[src/rtl/ov7670_pixel_stream.sv]
// OV7670 capture-side pipeline: vsync/href framing, pixel assembly, decimate/clip, output FIFO.
// Define OV7670_STREAM_STATS_EN to add the frame_count/drop_count ports.
module ov7670_pixel_stream #(
   parameter int FRAME_W         = 640,
   parameter int FRAME_H         = 480,
   parameter int BYTES_PER_PIXEL = 2,
   parameter int DECIM           = 1,
   parameter int FIFO_DEPTH      = 16,
   parameter int X_W             = 10,
   parameter int Y_W             = 9
) (
   input  logic                         clk,
   input  logic                         reset,
   input  logic                         cam_vsync,
   input  logic                         cam_href,
   input  logic                         cam_byte_valid,
   input  logic [7:0]                   cam_data,
   input  logic                         out_ready,
   output logic                         out_valid,
   output logic [8*BYTES_PER_PIXEL-1:0] out_pixel,
   output logic [X_W-1:0]               out_x,
   output logic [Y_W-1:0]               out_y,
   output logic                         out_sof,
   output logic                         frame_done,
   output logic                         overflow
`ifdef OV7670_STREAM_STATS_EN
   ,
   output logic [15:0]                  frame_count,
   output logic [15:0]                  drop_count
`endif
);

   localparam int PIXEL_W = 8 * BYTES_PER_PIXEL;
   localparam int SW      = (BYTES_PER_PIXEL > 1) ? PIXEL_W - 8 : 1;
   localparam int CW      = $clog2(FRAME_W + 1);
   localparam int RW      = $clog2(FRAME_H + 1);
   localparam int DSH     = $clog2(DECIM);
   localparam int AW      = $clog2(FIFO_DEPTH);
   localparam int EW      = 1 + Y_W + X_W + PIXEL_W;

   typedef enum logic [1:0] {WAIT_VSYNC, WAIT_FRAME, ACTIVE} state_t;

   state_t             state;
   logic               href_q;
   logic [1:0]         byte_cnt;
   logic [CW-1:0]      col;
   logic [RW-1:0]      row;
   logic [SW-1:0]      pix_sr;
   logic [PIXEL_W-1:0] pix_next;
   logic               push_req;
   logic [EW-2:0]      push_data;
   logic               sof_armed;

   logic byte_take, pix_done, keep, line_end, enter_active;

   assign byte_take    = (state == ACTIVE) && !cam_vsync && cam_href && cam_byte_valid;
   assign pix_done     = byte_take && (byte_cnt == 2'(BYTES_PER_PIXEL - 1));
   assign line_end     = (state == ACTIVE) && !cam_vsync && href_q && !cam_href;
   assign enter_active = (state == WAIT_FRAME) && !cam_vsync;
   assign keep = (col < CW'(FRAME_W)) && (row < RW'(FRAME_H)) &&
                 ((col & CW'(DECIM - 1)) == '0) && ((row & RW'(DECIM - 1)) == '0);

   // Earlier bytes sit above the newest one, so the first byte ends up in the MSBs.
   generate
      if (BYTES_PER_PIXEL == 1) begin : g_one_byte
         assign pix_next = cam_data;
      end else begin : g_multi_byte
         assign pix_next = {pix_sr, cam_data};
      end
   endgenerate

   always_ff @(posedge clk or posedge reset) begin
      if (reset) begin
         state      <= WAIT_VSYNC;
         href_q     <= 1'b0;
         byte_cnt   <= '0;
         col        <= '0;
         row        <= '0;
         pix_sr     <= '0;
         push_req   <= 1'b0;
         push_data  <= '0;
         frame_done <= 1'b0;
      end else begin
         href_q     <= cam_href;
         push_req   <= 1'b0;
         frame_done <= 1'b0;
         case (state)
            WAIT_VSYNC: if (cam_vsync) state <= WAIT_FRAME;
            WAIT_FRAME: begin
               if (!cam_vsync) begin
                  byte_cnt <= '0;
                  col      <= '0;
                  row      <= '0;
                  state    <= ACTIVE;
               end
            end
            ACTIVE: begin
               if (cam_vsync) begin
                  frame_done <= 1'b1;
                  state      <= WAIT_FRAME;
               end else if (line_end) begin
                  byte_cnt <= '0;
                  col      <= '0;
                  if (col != '0 && row != RW'(FRAME_H)) row <= row + RW'(1);
               end else if (byte_take) begin
                  pix_sr <= pix_next[SW-1:0];
                  if (pix_done) begin
                     byte_cnt  <= '0;
                     if (col != CW'(FRAME_W)) col <= col + CW'(1);
                     push_req  <= keep;
                     push_data <= {Y_W'(row >> DSH), X_W'(col >> DSH), pix_next};
                  end else begin
                     byte_cnt <= byte_cnt + 2'd1;
                  end
               end
            end
            default: state <= WAIT_VSYNC;
         endcase
      end
   end

   // out_valid/out_ready: an entry transfers on a clk edge where both are high;
   // the head entry holds steady while out_valid is high and out_ready is low.
   logic [EW-1:0] mem [FIFO_DEPTH];
   logic [EW-1:0] head;
   logic [AW-1:0] wr_ptr, rd_ptr;
   logic [AW:0]   count;
   logic          full, pop, push_ok, drop;

   assign out_valid = (count != '0);
   assign full      = (count == (AW+1)'(FIFO_DEPTH));
   assign pop       = out_valid && out_ready;
   assign push_ok   = push_req && (!full || pop);
   assign drop      = push_req && full && !pop;
   assign head      = mem[rd_ptr];
   assign {out_sof, out_y, out_x, out_pixel} = out_valid ? head : '0;

   always_ff @(posedge clk) begin
      if (push_ok) mem[wr_ptr] <= {sof_armed, push_data};
   end

   // sof stays armed until a pixel is actually accepted, so drops pass it on.
   always_ff @(posedge clk or posedge reset) begin
      if (reset) begin
         wr_ptr    <= '0;
         rd_ptr    <= '0;
         count     <= '0;
         overflow  <= 1'b0;
         sof_armed <= 1'b0;
      end else begin
         if (push_ok) wr_ptr <= wr_ptr + AW'(1);
         if (pop)     rd_ptr <= rd_ptr + AW'(1);
         if (push_ok && !pop)      count <= count + (AW+1)'(1);
         else if (!push_ok && pop) count <= count - (AW+1)'(1);
         if (drop) overflow <= 1'b1;
         if (enter_active)  sof_armed <= 1'b1;
         else if (push_ok)  sof_armed <= 1'b0;
      end
   end

`ifdef OV7670_STREAM_STATS_EN
   always_ff @(posedge clk or posedge reset) begin
      if (reset) begin
         frame_count <= '0;
         drop_count  <= '0;
      end else begin
         if (frame_done) frame_count <= frame_count + 16'd1;
         if (drop)       drop_count  <= drop_count + 16'd1;
      end
   end
`endif

endmodule

[config.mk]
export PLATFORM = sky130hd
export DESIGN_NAME = ov7670_pixel_stream
export DESIGN_NICKNAME = d
export VERILOG_FILES = /design/src/rtl/ov7670_pixel_stream.sv
export SDC_FILE = /design/constraint.sdc
export NUM_CORES = 1
export LEC_CHECK = 0
export BUFFER_PORTS_ARGS = -buffer_cell sky130_fd_sc_hd__buf_2
export CORE_MARGIN = 2
export CORE_UTILIZATION = 50
export CTS_CLUSTER_DIAMETER = 120
export DETAILED_ROUTE_END_ITERATION = 6
export GPL_TIMING_DRIVEN = 0
export PLACE_DENSITY = 0.73
export SLEW_MARGIN = 20
export SYNTH_ARGS = -nofsm -noshare
export SYNTH_HDL_FRONTEND = slang
export SYNTH_SLANG_ARGS = --single-unit
[constraint.sdc]
create_clock -name clk -period 6.9 [get_ports clk]
set_input_delay 1.38 -clock clk [delete_from_list [all_inputs] [get_ports clk]]
set_output_delay 1.38 -clock clk [all_outputs]
set_load 0.005 [all_outputs]
# == Yosys cells after proc, flatten, opt, wreduce, memory -nomap -nowiden ==
# Memories as Yosys holds them, arrays and structs flattened.
# Cells that the tools add are included.
# Widths: inputs -> output; s select.
# classes
n_addsub,7
n_lt_le_gt_ge,2
n_eq_ne,14
muxes,35
n_bitwise,2
n_reduce_logical,34
# op_table
operator,count
$mux 10,6
$mux 36,1
$mux 9,4
$pmux 10 s2,1
$pmux 9 s2,1
$logic_and 1x1->1,15
$mux 2,7
$mux 1,11
$add 10x1->10 const B,1
$lt 10x10->1 const B,1
$mux 5,2
$ne 10x10->1 const B,1
$reduce_and 5->1,2
$reduce_bool 10->1,1
$add 9x1->9 const B,1
$lt 9x9->1 const B,1
$ne 9x9->1 const B,1
$add 4x1->4 const B,2
$pmux 2 s2,2
$reduce_and 4->1,2
$ne 2x2->1 const B,3
$ne 3x3->1 const B,2
$reduce_and 6->1,1
$reduce_bool 2->1,3
15 further kinds,22
# totals
regBits,84
mem_bits_rw,576
input_bits,14
out_inout_bits,39
memories,1
# mem_list
memory,depth,width,read_ports,rd_ports_with_merged_regs,write_ports,line_no,text
mem,16,36,1,0,1,124,logic [EW-1:0] mem [FIFO_DEPTH];

# == Longest topological paths before layout ==
# depth
word_depth,10
mapped_depth,12
depth_no_buf,12

# == Worst setup path before layout ==
# Ideal clock, no wire load.
# synth_timing
kind,input port to flip-flop
startpoint,input out_ready
endpoint,"memory mem[5][0] in the netlist's numbering, enable pin"
setup_time_ps,482
t_arrival_ps,4524
required_ps,6418
setup_slack_ps,1895
stages,5
path_buffers,0
cell_sequence,nand3b_1 -> nand2_1 -> clkinv_1 -> nand2_1 -> nor3b_1
# synth_between
elab_chain_cells,5
# synth_lines
item,line_no,text
start: declaration,18,"input logic out_ready,"
$logic_and 1x1->1,132,assign pop = out_valid && out_ready;
$logic_or 1x1->1,133,assign push_ok = push_req && (!full || pop);
$logic_and 1x1->1,133,
via push_ok,128,"logic full, pop, push_ok, drop;"
$mux 1,139,"if (push_ok) mem[wr_ptr] <= {sof_armed, push_data};"
$mux 1 (implied by the code),139,
end: declaration,124,
# The timed path passes the listed nets, and every way through them passes these cells.

# == Worst setup path in the final report ==
# layout_timing
startpoint,register count[0]
endpoint,output out_y[0]
# layout_between
elab_chain_cells,2
# layout_lines
item,line_no,text
start: declaration,127,logic [AW:0] count;
start signal: assignment,153,if (push_ok && !pop) count <= count + (AW+1)'(1);
start signal: assignment,154,else if (!push_ok && pop) count <= count - (AW+1)'(1);
$reduce_bool 5->1,130,assign out_valid = (count != '0);
$mux 36,136,"assign {out_sof, out_y, out_x, out_pixel} = out_valid ? head : '0;"
end: declaration,22,"output logic [Y_W-1:0] out_y,"
# Every way passes these cells.

==> results by group <==
Floorplan
  – Site Rows: 82
  – Die H: 230 um
  – I/O Pins: 53
  – Die area: 53100 sq um
  – Core ar.: 50400 sq um
  – Starting Density: 50.8%
  – Die W: 230 um

Timing
  – Max Clock Freq: 196 MHz
  – Final setup fails: 0
  – Hold Slack: 0.482 ns
  – RSZ-0062 raised after global routing: false
  – Smallest setup slack after layout: 1.79 ns
  – Fin crit period: 5.11 ns
  – Slew HR: 25.0%
  – Least-Margin Pin Slew: 1.13 ns
  – Crit share post-route: 74.1%
  – Fin. Hold Viols: 0
  – Worst Skew: 0.0142 ns
  – Setup TNS: 0 ns
  – Slew Limit Fails: 0

Setup path
  – Crit path launch type: register
  – CP max stage delay: 0.64 ns
  – Crit-path slowest cell: clkbuf_1
  – Critical path arrival: 3.73 ns
  – Crit-path max FO: 10
  – Critical path cell sequence: nor4_1, nand2b_1, nand2b_1, clkbuf_1, clkbuf_1, o22ai_1, buf_2
  – R2r setup slk: 3.76 ns
  – Crit end category: primary output
  – Reg2reg path depth: 12
  – Setup Crit Path Kind: register to primary output
  – Required time of the critical path: 5.52 ns

Drt
  – DRT antenna net count: 0
  – First drt pass iteration count: 5
  – Via density: 5.97
  – DR WL/cell: 26.6 um
  – DRC violations left: 0
  – Final wirelength: 55200 um
  – DR iter-0 viols: 1273
  – Vias: 12415

Placement
  – PortBufs: 52
  – GPL Wtd Cong: 0.805
  – DP Worst Slack: 2.48 ns
  – Dpl cell area: 27000 sq um
  – Placed cells: 1956
  – Post-DP HPWL: 31800 um

CTS
  – PostCTS Resize Cnt: 0
  – Worst-skew pair later-pin latency: 0.59 ns
  – CTS tree: yes
  – CTS Hold Bufs: 0
  – Post-CTS setup buffers: 0
  – CTS Sinks: 660
  – CTS Buf Count: 67
  – Clk slew on worst S/H paths: 0.06 ns
  – Clock root buffer: clkbuf_16
  – H-tree depth: 3
  – Clock Path Buffers: 3

Global routing
  – Initial antenna violation count: 0
  – Vias in the first global route: 12994
  – First-pass GRT wire length: 82200 um
  – Largest net degree at the start of global routing: 49
  – GRT Total Usage: 21.3%
  – Final global-route overflow total: 0

Synth
  – Ys Warns: 0
  – Post-synthesis compound-gate area fraction: 1.69%
  – Post-synth ARST share: 12.7%
  – Post-synth EDFFs: 576
  – Top FF cell, synth: edfxtp_1
  – Synth Area in Simple Gates: 2.49%
  – Main combinational cell family by area after synthesis: multiplexers
  – Seq/Total Area, Yosys: 75.7%
  – FF+latch count, synth: 660
  – Yosys cell types: 51
  – Mux contribution to synthesized area: 17.5%
  – Post-Syn Area: 25600 sq um
  – Adder-Cell Fraction of Synth Area: 0.713%
  – Syn Inst Count: 1211
  – Syn_area_per_cell: 21.2 sq um
  – Synth Area in XOR/XNOR: 0.752%
  – Syn Nets: 1239

Pwr
  – Maximum vdd ir drop: 201 uV
  – Pleak: 10.4 nW
  – Total power: 10.2 mW
  – PwrDens: 351 nW/um^2

Cells and area
  – Final net count: 1381
  – Design area: 29100 sq um
  – Antenna Cells: 0
  – Share of cells above drive strength 1: 28.6%
  – Layout area overhead: 13.7%
  – Non-filler cells in the finished layout: 2079
  – Final Core Density: 57.8%

Job
  – Maxcap violations: 0

Hold path
  – Hold depth: 1
  – Worst hold path class: register to register

Run status
  – Status: finished clean
-- kinds of logic after synthesis --
logic type | after synthesis
mux | 261
simple gates | 114
flops | 660
compound gates | 68
xor+xnor | 22
fa+ha+maj | 14
buf+inv | 72
-- worst paths after layout --
check | from | end
setup / recovery | count[0] | out_y[0]
hold / removal | overflow | overflow
setup reg to reg | count[0] | count[4]
hold reg to reg | overflow | overflow
max in group asynchronous | reset | push_data[26]
min in group asynchronous | reset | count[2]
-- worst max-delay path, delay by kind of cell, from the launching register on --
family / cells / cell delay [ns]
compound gates: 1 / 0.33
buf+inv: 3 / 1.50
flops: 1 / 0.44
simple gates: 3 / 0.88
-- cells in the final DEF, fill, tap and decap left out, drive strengths merged, types with 12 or more instances in the layout --
cell type	n
mux2	45
clkinv	14
nor2	19
mux4	144
dfrtp	84
o21ai	15
nand3	16
inv	16
o22ai	36
buf	102
mux2i	72
ha	13
edfxtp	576
xor2	12
nand2	19
clkbuf	128
-- cells in the mapped netlist, types with 2 or more instances --
cell type / n / share of area (%)
nand2_1: 19 / 0.28
nor2_1: 19 / 0.28
xor2_1: 12 / 0.41
o21ai_1: 5 / 0.098
or3_1: 3 / 0.073
clkbuf_1: 30 / 0.44
nand2b_1: 6 / 0.15
xnor2_1: 10 / 0.34
mux2_2: 45 / 2.0
a21oi_1: 4 / 0.078
mux4_2: 144 / 13
a2111oi_0: 2 / 0.068
and2_1: 9 / 0.22
nor4_1: 2 / 0.049
edfxtp_1: 576 / 68
dfrtp_1: 84 / 8.2
o22ai_1: 36 / 0.88
and3_1: 9 / 0.22
nand4b_1: 2 / 0.068
a21o_1: 4 / 0.12
buf_1: 10 / 0.15
nand3_1: 15 / 0.29
nor2b_1: 2 / 0.049
buf_2: 18 / 0.35
inv_1: 12 / 0.18
nand4_1: 9 / 0.22
o21ai_0: 9 / 0.18
ha_1: 13 / 0.64
and3_2: 2 / 0.059
or4_1: 4 / 0.12
nor3_1: 2 / 0.039
nor3b_1: 4 / 0.12
mux2i_1: 72 / 2.8
-- state kept, by name, indices dropped and copies added (netlist names) --
name        cells
row             9
mem           576
pix_sr          8
push_data      35
byte_cnt        2
overflow        1
count           5
rd_ptr          4
state           2
push_req        1
col            10
href_q          1
wr_ptr          4
sof_armed       1
frame_done      1
-- layer usage --
layer	GRT usage, %	share of wire, %	up-vias	routed length [um]
li1	-	-	5277	-
met2	34.8	49	491	27100
met1	29.1	41	6542	22600
met5	0	0	-	0
met4	6.69	2.7	0	1480
met3	4.62	7.2	105	3980
-- report_power, final --
part,internal [mW],switching (mW)
clock,2.07,1.48
combinational,0.966,1.31
sequential,4.35,0.0500
total,7.38,2.85
-- area by class of cell --
| cell class | instances | area, sq um |
|---|---|---|
| Timing Repair Buffer | 73 | 445 |
| Inverter | 13 | 53.8 |
| Buffer | 59 | 251 |
| Multi-Input combinational cell | 479 | 5980 |
| Fill cell | 3609 | 21200 |
| Clock inverter | 25 | 243 |
| Sequential cell | 660 | 19400 |
| Clock buffer | 98 | 1930 |
| Tap cell | 672 | 841 |
(Power assumes the default switching activity.)
